File: src/rtl/alu_arbiter.sv
// alu_arbiter: two-port round-robin front end for a shared combinational ALU
module alu_arbiter #(
  parameter int WORD_WIDTH = 32,
  parameter int ALUCTRL_W  = 5
) (
  input  logic                    clk,
  input  logic                    rst_n,
  input  logic [1:0]              req_valid_i,
  output logic [1:0]              req_ready_o,
  input  logic [2*WORD_WIDTH-1:0] req_a_i,
  input  logic [2*WORD_WIDTH-1:0] req_b_i,
  input  logic [2*ALUCTRL_W-1:0]  req_m_i,
  input  logic [31:0]             req_imm1_i,
  input  logic [9:0]              req_imm2_i,
  output logic [WORD_WIDTH-1:0]   alu_a_o,
  output logic [WORD_WIDTH-1:0]   alu_b_o,
  output logic [ALUCTRL_W-1:0]    alu_m_o,
  output logic [15:0]             alu_imm1_o,
  output logic [4:0]              alu_imm2_o,
  input  logic [WORD_WIDTH-1:0]   alu_c_i,
  input  logic                    alu_z_i,
  output logic                    rsp_valid_o,
  input  logic                    rsp_ready_i,
  output logic                    rsp_id_o,
  output logic [WORD_WIDTH-1:0]   rsp_c_o,
  output logic                    rsp_z_o
);
  typedef enum logic [1:0] {IDLE, EXEC, RESP} state_e;
  state_e state_q, state_d;
  logic last_grant_q, id_q, win, accept;
  // state register
  always_ff @(posedge clk or negedge rst_n)
    if (!rst_n) state_q <= IDLE;
    else state_q <= state_d;
  // next state: EXEC is always one cycle, RESP waits for the consumer
  always_comb
    state_d = state_q == IDLE ? (accept ? EXEC : IDLE) :
              state_q == EXEC ? RESP :
              rsp_ready_i ? (accept ? EXEC : IDLE) : RESP;
  // arbitration and handshake; contention goes to the port that did not win last
  always_comb begin
    win = &req_valid_i ? ~last_grant_q : req_valid_i[1];
    accept = rst_n && |req_valid_i && (state_q == IDLE || (state_q == RESP && rsp_ready_i));
    req_ready_o = accept ? (win ? 2'b10 : 2'b01) : 2'b00;
  end
  assign rsp_valid_o = state_q == RESP;
  // operand latch on accept, response capture at the end of EXEC
  always_ff @(posedge clk or negedge rst_n)
    if (!rst_n) begin
      alu_a_o      <= '0;
      alu_b_o      <= '0;
      alu_m_o      <= '0;
      alu_imm1_o   <= '0;
      alu_imm2_o   <= '0;
      id_q         <= 1'b0;
      last_grant_q <= 1'b1;
      rsp_id_o     <= 1'b0;
      rsp_c_o      <= '0;
      rsp_z_o      <= 1'b0;
    end else begin
      if (accept) begin
        alu_a_o      <= win ? req_a_i[2*WORD_WIDTH-1:WORD_WIDTH] : req_a_i[WORD_WIDTH-1:0];
        alu_b_o      <= win ? req_b_i[2*WORD_WIDTH-1:WORD_WIDTH] : req_b_i[WORD_WIDTH-1:0];
        alu_m_o      <= win ? req_m_i[2*ALUCTRL_W-1:ALUCTRL_W] : req_m_i[ALUCTRL_W-1:0];
        alu_imm1_o   <= win ? req_imm1_i[31:16] : req_imm1_i[15:0];
        alu_imm2_o   <= win ? req_imm2_i[9:5] : req_imm2_i[4:0];
        id_q         <= win;
        last_grant_q <= win;
      end
      if (state_q == EXEC) begin
        rsp_id_o <= id_q;
        rsp_c_o  <= alu_c_i;
        rsp_z_o  <= alu_z_i;
      end
    end
endmodule

File: config.mk
export PLATFORM = sky130hd
export DESIGN_NAME = alu_arbiter
export DESIGN_NICKNAME = d
export VERILOG_FILES = /design/src/rtl/alu_arbiter.sv
export SDC_FILE = /design/constraint.sdc
export NUM_CORES = 1
export LEC_CHECK = 0
export CORE_AREA = 2 2 136 138
export CTS_BUF_LIST = sky130_fd_sc_hd__clkbuf_8
export DETAILED_ROUTE_END_ITERATION = 12
export DIE_AREA = 0 0 138 140
export GPL_TIMING_DRIVEN = 0
export PLACE_DENSITY = 0.74
export SLEW_MARGIN = 20
export SYNTH_ARGS = -nofsm -noshare
export SYNTH_HDL_FRONTEND = slang
export SYNTH_SLANG_ARGS = --single-unit
File: constraint.sdc
create_clock -name clk -period 1.6 [get_ports clk]
set_input_delay 0.24 -clock clk [delete_from_list [all_inputs] [get_ports clk]]
set_output_delay 0.24 -clock clk [all_outputs]
set_load 0.005 [all_outputs]
== Word level (Yosys, flattened, before mapping) ==
Index checks and enable logic that the tools add are counted.
Word-level totals
  flip-flop bits (word level): 128
  bits of input ports: 218
  output and inout port bits: 127
Cells by class
  eq/ne operators: 2
  muxes and demuxes: 12
  bitwise gates (word level): 1
  reductions and logical operators: 7
Operator list (number)
  two-way mux 32 bit: 2
  two-way mux 16 bit: 1
  two-way mux 2 bit: 5
  two-way mux 5 bit: 2
  logical AND 1 bit: 3
  equality test 2 x 1 -> 1 bit, second input constant: 1
  equality test 2 bit, second input constant: 1
  logical NOT 2 bit: 1
  two-way mux 1 bit: 2
  AND reduction 2 bit: 1
  OR reduction 2 bit: 1
  logical OR 1 bit: 1
  inverter 1 bit: 1

== Logic depth before layout (Yosys ltp) ==
Gate-level depths: netlist (run 1).
  depth after elaboration: 8
  gate-level depth with buffers: 6

== Least setup slack after synthesis (run 1) ==
No wires, ideal clock.
  path kind: register -> register
  start: reg state_q[0]
  end: reg alu_a_o[10]
  library setup time: 0.126 ns
  data arrival time: 1.473 ns
  data required time: 1.474 ns
  setup slack: 0.002 ns
  cell stages (with the launch flop): 6
  clock period less this slack: 1.598 ns
  cell sequence: dfrtp_1 nand2b_1 a211o_1 buf_2 buf_2 a221o_1
On the way
  word-level cells in the longest chain between the ends: 4
  elaborated cells between the ends (all ways): 5
  classes of those cells: 1 x eq/ne; 4 x reduce/logical
Ends and longest elaborated chain
  start, declared: RTL line 29  | state_e state_q, state_d;
  start signal, assigned: RTL line 34  | else state_q <= state_d;
  equality test 2 bit: RTL line 43  | accept = rst_n && |req_valid_i && (state_q == IDLE || (state_q == RESP && rsp_ready_i));
  logical AND 1 bit: RTL line 43
  logical OR 1 bit (*): RTL line 43
  logical AND 1 bit (*): RTL line 43
  end signal, assigned: RTL line 62  | alu_a_o <= win ? req_a_i[2*WORD_WIDTH-1:WORD_WIDTH] : req_a_i[WORD_WIDTH-1:0];
  end, declared: RTL line 15  | output logic [WORD_WIDTH-1:0] alu_a_o,
Every way passes the cells marked *; elsewhere a longest branch is shown, timed or not.
A chain may end at the register's enable or synchronous reset.

== Worst setup path in the final report (run 1) ==
  start: reg state_q[1]
  end: reg alu_imm1_o[0]
On the way
  word-level cells in the longest chain between the ends: 4
  elaborated cells between the ends (all ways): 5
  classes of those cells: 1 x eq/ne; 4 x reduce/logical
Ends and longest elaborated chain
  equality test 2 bit: RTL line 43
  logical AND 1 bit: RTL line 43
  logical OR 1 bit (*): RTL line 43
  logical AND 1 bit (*): RTL line 43
  end signal, assigned: RTL line 65  | alu_imm1_o <= win ? req_imm1_i[31:16] : req_imm1_i[15:0];
  end, declared: RTL line 18  | output logic [15:0] alu_imm1_o,
Marks and branches as above.

==> impl_metrics.yaml, run 1 <==
outcome:
  outcome: "finished, violations left"
  violations: "negative hold slack, negative setup slack"
grt:
  grt_pass1_vias: 6243
  grt_overflow: 0
  track_usage_pct: 24.3
  grt_first_pass_wirelength_mm: 36.4
  antenna_found_initial: 0
  grt_max_degree: 64
routing:
  viasPerCell: 5.34
  final_antenna_net_count: 0
  wl_per_cell_um: 21.1
  drt_drc_violations_left: 0
  wirelength_mm: 24.5
  num_vias: 6200
  drt_first_pass_iters: 5
  drt_iter0_markers: 400
power:
  p_leak_nw: 5.05
  powerDensity_nw_per_um2: 1240
  vdd_drop_max_uv: 937
  p_total_w: 0.0136
synth:
  synth_seq_area_share_pct: 55.6
  synthTopCellsByArea: "dfrtp_1 (55%), a221o_1 (16%), nor4_1 (9.8%), mux2_1 (6.6%), nand2_1 (5.9%)"
  synth_cell_types: 22
  syn_inst: 512
  synth_edf_count: 0
  avgSynthCellArea_um2: 11.3
  synthArstFlopShare_pct: 100
  ys_warn_count: 0
  synth_ff_type: "dfrtp_1"
  yosysTopAreaCell: "dfrtp_1"
  syn_area_um2: 5770
  synthesis.nets: 730
  synth-seq-cells: 128
  synth_top_area_share_pct: 55.1
worst_setup_path:
  crit_path_start: "state_q[1]$_DFF_PN0_"
  path_buf_inv: 4
  cp_slowest_stage_delay_ps: 370
  cp_max_fo: 5
  slowest_stage: "dfrtp_1"
  r2r-start: "state_q[1]$_DFF_PN0_"
  cp_top_family: "compound AO/OA/AOI/OAI gates"
  critPathKind: "reg2reg"
  start_kind: "flip-flop"
  path_cells: "and2b_2 -> buf_6 -> buf_6 -> a211o_4 -> clkbuf_16 -> buf_16 -> a221o_1"
  cp-end-kind: "flip-flop"
  cp_data_arrival_time_ps: 2250
  critical_path_required_ps: 1920
  crit_path_frequent_cell: "buf_6"
die:
  initial_core_util_pct: 32.4
  fp.dieW_um: 138
  die_area_um2: 19300
  coreArea_um2: 17800
  rows: 49
  ios: 345
  die_h_um: 140
cells_and_area:
  nNetsFinal: 1136
  final_area_um2: 11000
  area.growth.synth_to_final_pct: 90.8
  drive_gt1_share_pct: 14.8
  fillers: 1459
  insertedDiodeCount: 0
timing:
  setup_ws_ps: -334
  fin_skew_ps: 14.1
  whs_ps: -322
  setup_viol: 94
  relSlewSlack_pct: 60.5
  drv_slew: 0
  period_share_pct: 121
  final_hold_viol_count: 61
  fmax_ghz: 0.517
  tightest_slew_ps: 593
  finalCriticalPeriod_ps: 1930
  rsz0062_at_grt: "true"
placement:
  port_buffers: 344
  gp_congestion: 0.881
  place_area_um2: 9530
  hpwl_mm: 16.8
clocking:
  clock_path_buffers: 2
  h-tree-depth: 4
  clock_latency_ps: 440
  clk_root_buffer_cell: "clkbuf_8"
  cts_made_buffers: 17
  path_clk_slew_ps: 90
  cts_tree: "yes"
  clock-sinks: 128
worst_hold_path:
  hp-class: "in2async"
job:
  cap_violations: 0
==> final cells by class <==
type                    instances  area, um2  area share, %
inverters                       3       11.3          0.102
plain buffers                  62        480           4.37
clock inverters                14        238           2.16
multi-input cells             317       2400           21.8
flip-flops and latches        128       3200           29.1
clock buffers                  18        248           2.25
well taps                     229        287           2.60
repair buffers                389       4130           37.6
==> registers in the layout, summed over array words and instances (netlist names) <==
name	count
alu_a_o	32
alu_b_o	32
rsp_c_o	32
alu_imm1_o	16
alu_imm2_o	5
alu_m_o	5
state_q	2
id_q	1
last_grant_q	1
rsp_id_o	1
rsp_z_o	1
==> final timing paths <==
check                                             to  slack [ps]  depth (start not counted)
setup / recovery           alu_imm1_o[0]$_DFFE_PN0N_        -330                          7
hold / removal                alu_a_o[2]$_DFFE_PN0N_        -320                          1
setup reg to reg           alu_imm1_o[0]$_DFFE_PN0N_        -330                          7
hold reg to reg               rsp_c_o[0]$_DFFE_PN0P_         490                          1
max in group asynchronous     rsp_c_o[6]$_DFFE_PN0P_        1190                          2
min in group clk             rsp_c_o[24]$_DFFE_PN0P_         410                          2
==> cells in the mapped netlist (2+ instances only) <==
master / number
o31ai_1: 2
inv_2: 2
dfrtp_1: 127
a221o_1: 90
nor2b_1: 3
nand2_1: 90
buf_2: 22
nor4_1: 90
clkbuf_1: 40
mux2_1: 34
==> power by group <==
group | leakage (nW) | switching (W) | total [W] | internal (W)
Combinational | 3.25 | 0.00195 | 0.00531 | 0.00337
Clock | 0.242 | 0.00140 | 0.00346 | 0.00206
Sequential | 1.56 | 0.000574 | 0.00485 | 0.00428
Total | 5.05 | 0.00392 | 0.0136 | 0.00970
==> per-stage QoR <==
step | worst slack [ps] | util [%] | TNS, ps | cells
final | -334 | 61.9 | -27310 | 1160
after global routing | -399 | 61.9 | -32240 | 1160
after CTS | -366 | 59.4 | -27660 | 1139
after detailed placement | -1540 | 53.6 | -97710 | 1086
after global placement | -6330 | 53.4 | -1190580 | 1085
after floorplan | 1.50 | - | 0 | 512
==> layout by cell type, fill, tap and decap left out, types with 19 or more instances in the layout <==
cell type	count
dlymetal6s2s_1	43
nor4_1	78
clkbuf_1	26
dfrtp_1	127
clkdlybuf4s50_1	280
buf_4	29
clkbuf_8	19
mux2_1	34
nand2_1	90
a221o_1	90
==> worst register-to-register path, cell delays in order, from the launching register on <==
cell       delay, ps
dfrtp_1          370
and2b_2          220
buf_6            130
buf_6            110
a211o_4          320
clkbuf_16        200
buf_16           140
a221o_1          320
==> metal layers <==
metal | GRT usage [%] | vias up | wire length [um]
met2 | 41.8 | 328 | 12300
met4 | 7.68 | 0 | 735
met1 | 29.5 | 3002 | 9640
li1 | - | 2821 | -
met5 | 0 | - | 0
met3 | 7.21 | 49 | 1750
==> cell families (layout without fill, tap and decap cells) <==
logic type / count (synthesis) / after routing / synth area share (%)
AO/OA/AOI/OAI: 95 / 95 / 16.4
buffers and inverters: 67 / 486 / 4.90
flip-flops: 128 / 128 / 55.6
multiplexers: 34 / 34 / 6.64
AND/OR/NAND/NOR: 188 / 188 / 16.5
==> repair_timing <==
item | CTS | global route
setup buffers | 14 | 19
gates cloned | 7 | 4
setup endpoints to repair | 123 | 169
hold endpoints to repair | 61 | 61
resized for setup | 105 | 85
pin swaps | 45 | 47
No activity file was read; power rests on OpenSTA's default activity.
==> inputs of run 2 (changes only) <==
--- a/config.mk
+++ b/config.mk
@@ -11,7 +11,8 @@
 export DIE_AREA = 0 0 138 140
 export GPL_TIMING_DRIVEN = 0
 export PLACE_DENSITY = 0.74
-export SLEW_MARGIN = 20
+export RECOVER_POWER = 100
+export SLEW_MARGIN = 15
 export SYNTH_ARGS = -nofsm -noshare
 export SYNTH_HDL_FRONTEND = slang
 export SYNTH_SLANG_ARGS = --single-unit
==> impl_metrics.yaml, run 2 (synthesis results as in run 1) <==
power:
  p_leak_nw: 4.52
  p_total_w: 0.0136
  power_frac_clock_pct: 25.4
  swShare_pct: 28.9
  power.internal_w: 0.00968
  seq_power_share_pct: 35.8
  power.switching_w: 0.00393
  powerDensity_nw_per_um2: 1250
  vdd_drop_max_uv: 963
  comb_power_share_pct: 38.8
grt:
  grt_overflow: 0
  track_usage_pct: 24.3
  grt_max_degree: 64
  grt_first_pass_wirelength_mm: 36.4
  antenna_found_initial: 0
  grt_pass1_vias: 6243
worst_hold_path:
  hp-class: "in2async"
die:
  rows: 49
  die_h_um: 140
  die_area_um2: 19300
  fp.dieW_um: 138
  initial_core_util_pct: 32.4
  ios: 345
  coreArea_um2: 17800
routing:
  num_vias: 6251
  drt_drc_violations_left: 0
  drt_iter0_markers: 393
  wirelength_mm: 24.5
  final_antenna_net_count: 0
  drt_first_pass_iters: 4
  viasPerCell: 5.39
  wl_per_cell_um: 21.1
worst_setup_path:
  r2r-end: "alu_imm1_o[7]$_DFFE_PN0N_"
  critical_path_required_ps: 1910
  critPathKind: "reg2reg"
  crit_path_frequent_cell: "buf_6"
  path_buf_inv: 4
  r2r-start: "state_q[1]$_DFF_PN0_"
  reg2regPathDepth: 7
  cp_max_fo: 5
  cp_slowest_stage_delay_ps: 370
  cp_top_family: "compound AO/OA/AOI/OAI gates"
  path_cells: "and2b_2 -> buf_6 -> buf_6 -> a211o_4 -> clkbuf_16 -> buf_8 -> a221o_1"
  start_kind: "flip-flop"
  slowest_stage: "dfrtp_1"
  reg2reg_slack_ps: -340
  cp_data_arrival_time_ps: 2250
  cp-end-kind: "flip-flop"
timing:
  rsz0062_at_grt: "true"
  tightest_slew_ps: 939
  finalCriticalPeriod_ps: 1940
  period_share_pct: 121
  drv_slew: 0
  whs_ps: -322
  fmax_ghz: 0.515
  setup_ws_ps: -342
  fin_skew_ps: 14.8
  relSlewSlack_pct: 37.4
  final_hold_viol_count: 61
  setup_viol: 96
clocking:
  cts_made_buffers: 17
  clk_root_buffer_cell: "clkbuf_8"
  clock_path_buffers: 2
  cts_tree: "yes"
  path_clk_slew_ps: 80
  clock_latency_ps: 440
  h-tree-depth: 4
  clock-sinks: 128
cells_and_area:
  fillers: 1483
  insertedDiodeCount: 0
  final_common_cell: "clkdlybuf4s50_1"
  final_cell_mix: "clkdlybuf4s50_1 (280), dfrtp_1 (127), nand2_1 (90), a221o_1 (90), nor4_1 (78)"
  area.growth.synth_to_final_pct: 88.4
  drive_gt1_share_pct: 14.8
  reg.largest.list: "alu_a_o x32, alu_b_o x32, rsp_c_o x32"
  nNetsFinal: 1136
outcome:
  violations: "negative hold slack, negative setup slack"
  outcome: "finished, violations left"
placement:
  gp_congestion: 0.881
  port_buffers: 344
  hpwl_mm: 16.8
job:
  cap_violations: 0
## run 2: cell count changes in the layout (fill, tap and decap cells not counted), sizes merged
| cell | before | now |
|---|---|---|
| clkbuf | 59 | 60 |
| bufbuf | 1 | 0 |
| dlymetal6s2s | 43 | 0 |
| clkdlybuf4s25 | 0 | 43 |
## run 2: area by class of cell
type                    instances  area, um2  area share (%)
multi-input cells             317       2400            22.1
plain buffers                  62        478            4.40
well taps                     229        287            2.64
clock buffers                  18        248            2.28
clock inverters                14        238            2.19
flip-flops and latches        128       3200            29.5
inverters                       3       11.3           0.104
repair buffers                389       4000            36.8
## run 2: worst max path at each step
stage	cells past startpoint	start	end	slack [ps]
detailed placement	6	rst_n	req_ready_o[1]	-1540
global route	5	state_q[1]$_DFF_PN0_	req_ready_o[1]	-400
global placement	5	rst_n	req_ready_o[1]	-6330
CTS	5	state_q[0]$_DFF_PN0_	req_ready_o[0]	-370
floorplan	5	state_q[0]$_DFF_PN0_	alu_a_o[10]$_DFFE_PN0N_	2
finish	7	state_q[1]$_DFF_PN0_	alu_imm1_o[7]$_DFFE_PN0N_	-340
## run 2: power groups by stage
stage / clock [W] / sequential [W] / combinational (W)
after floorplan: 0 / 0.00494 / 0.00151
after global routing: 0.00364 / 0.00498 / 0.00562
after CTS: 0.00351 / 0.00487 / 0.00514
final: 0.00345 / 0.00487 / 0.00529
after detailed placement: 0 / 0.00491 / 0.00487
after global placement: 0 / 0.00490 / 0.00479
## run 2: layer usage
layer	GRT usage, %	vias to the layer above	wire [um]
li1	-	2821	-
met1	29.5	3054	9660
met2	41.8	326	12300
met3	7.21	50	1760
met4	7.68	0	744
met5	0	-	0
## run 2: timing repair
item	CTS	global route
endpoints found under the hold margin	61	61
pin swaps	45	47
setup buffers	14	19
cloned	7	4
setup endpoints to repair	123	169
gates resized for setup	105	85
## run 2: metrics by stage
stage	cells	setup TNS, ps	instance area (um2)	utilization [%]	setup WS (ps)
CTS	1139	-27660	10600	59.4	-366
floorplan	512	0	5770	-	1.50
global placement	1085	-1190580	9500	53.4	-6330
global route	1160	-34530	10900	61.1	-399
finish	1160	-27850	10900	61.1	-342
detailed placement	1086	-97710	9530	53.6	-1540
## run 2: worst reg2reg max path, delay by kind of cell (launching register included)
| family | cells | cell delay [ps] |
|---|---|---|
| simple gates | 1 | 220 |
| buf+inv | 4 | 570 |
| compound gates | 2 | 650 |
| flops | 1 | 370 |
==> inputs of run 3 (changes only) <==
--- a/config.mk
+++ b/config.mk
@@ -9,6 +9,7 @@
 export CTS_BUF_LIST = sky130_fd_sc_hd__clkbuf_8
 export DETAILED_ROUTE_END_ITERATION = 12
 export DIE_AREA = 0 0 138 140
+export GPL_ROUTABILITY_DRIVEN = 0
 export GPL_TIMING_DRIVEN = 0
 export PLACE_DENSITY = 0.74
 export RECOVER_POWER = 100
==> results of run 3 <==
Final layout, timing and power as in run 2 (identical DEF).
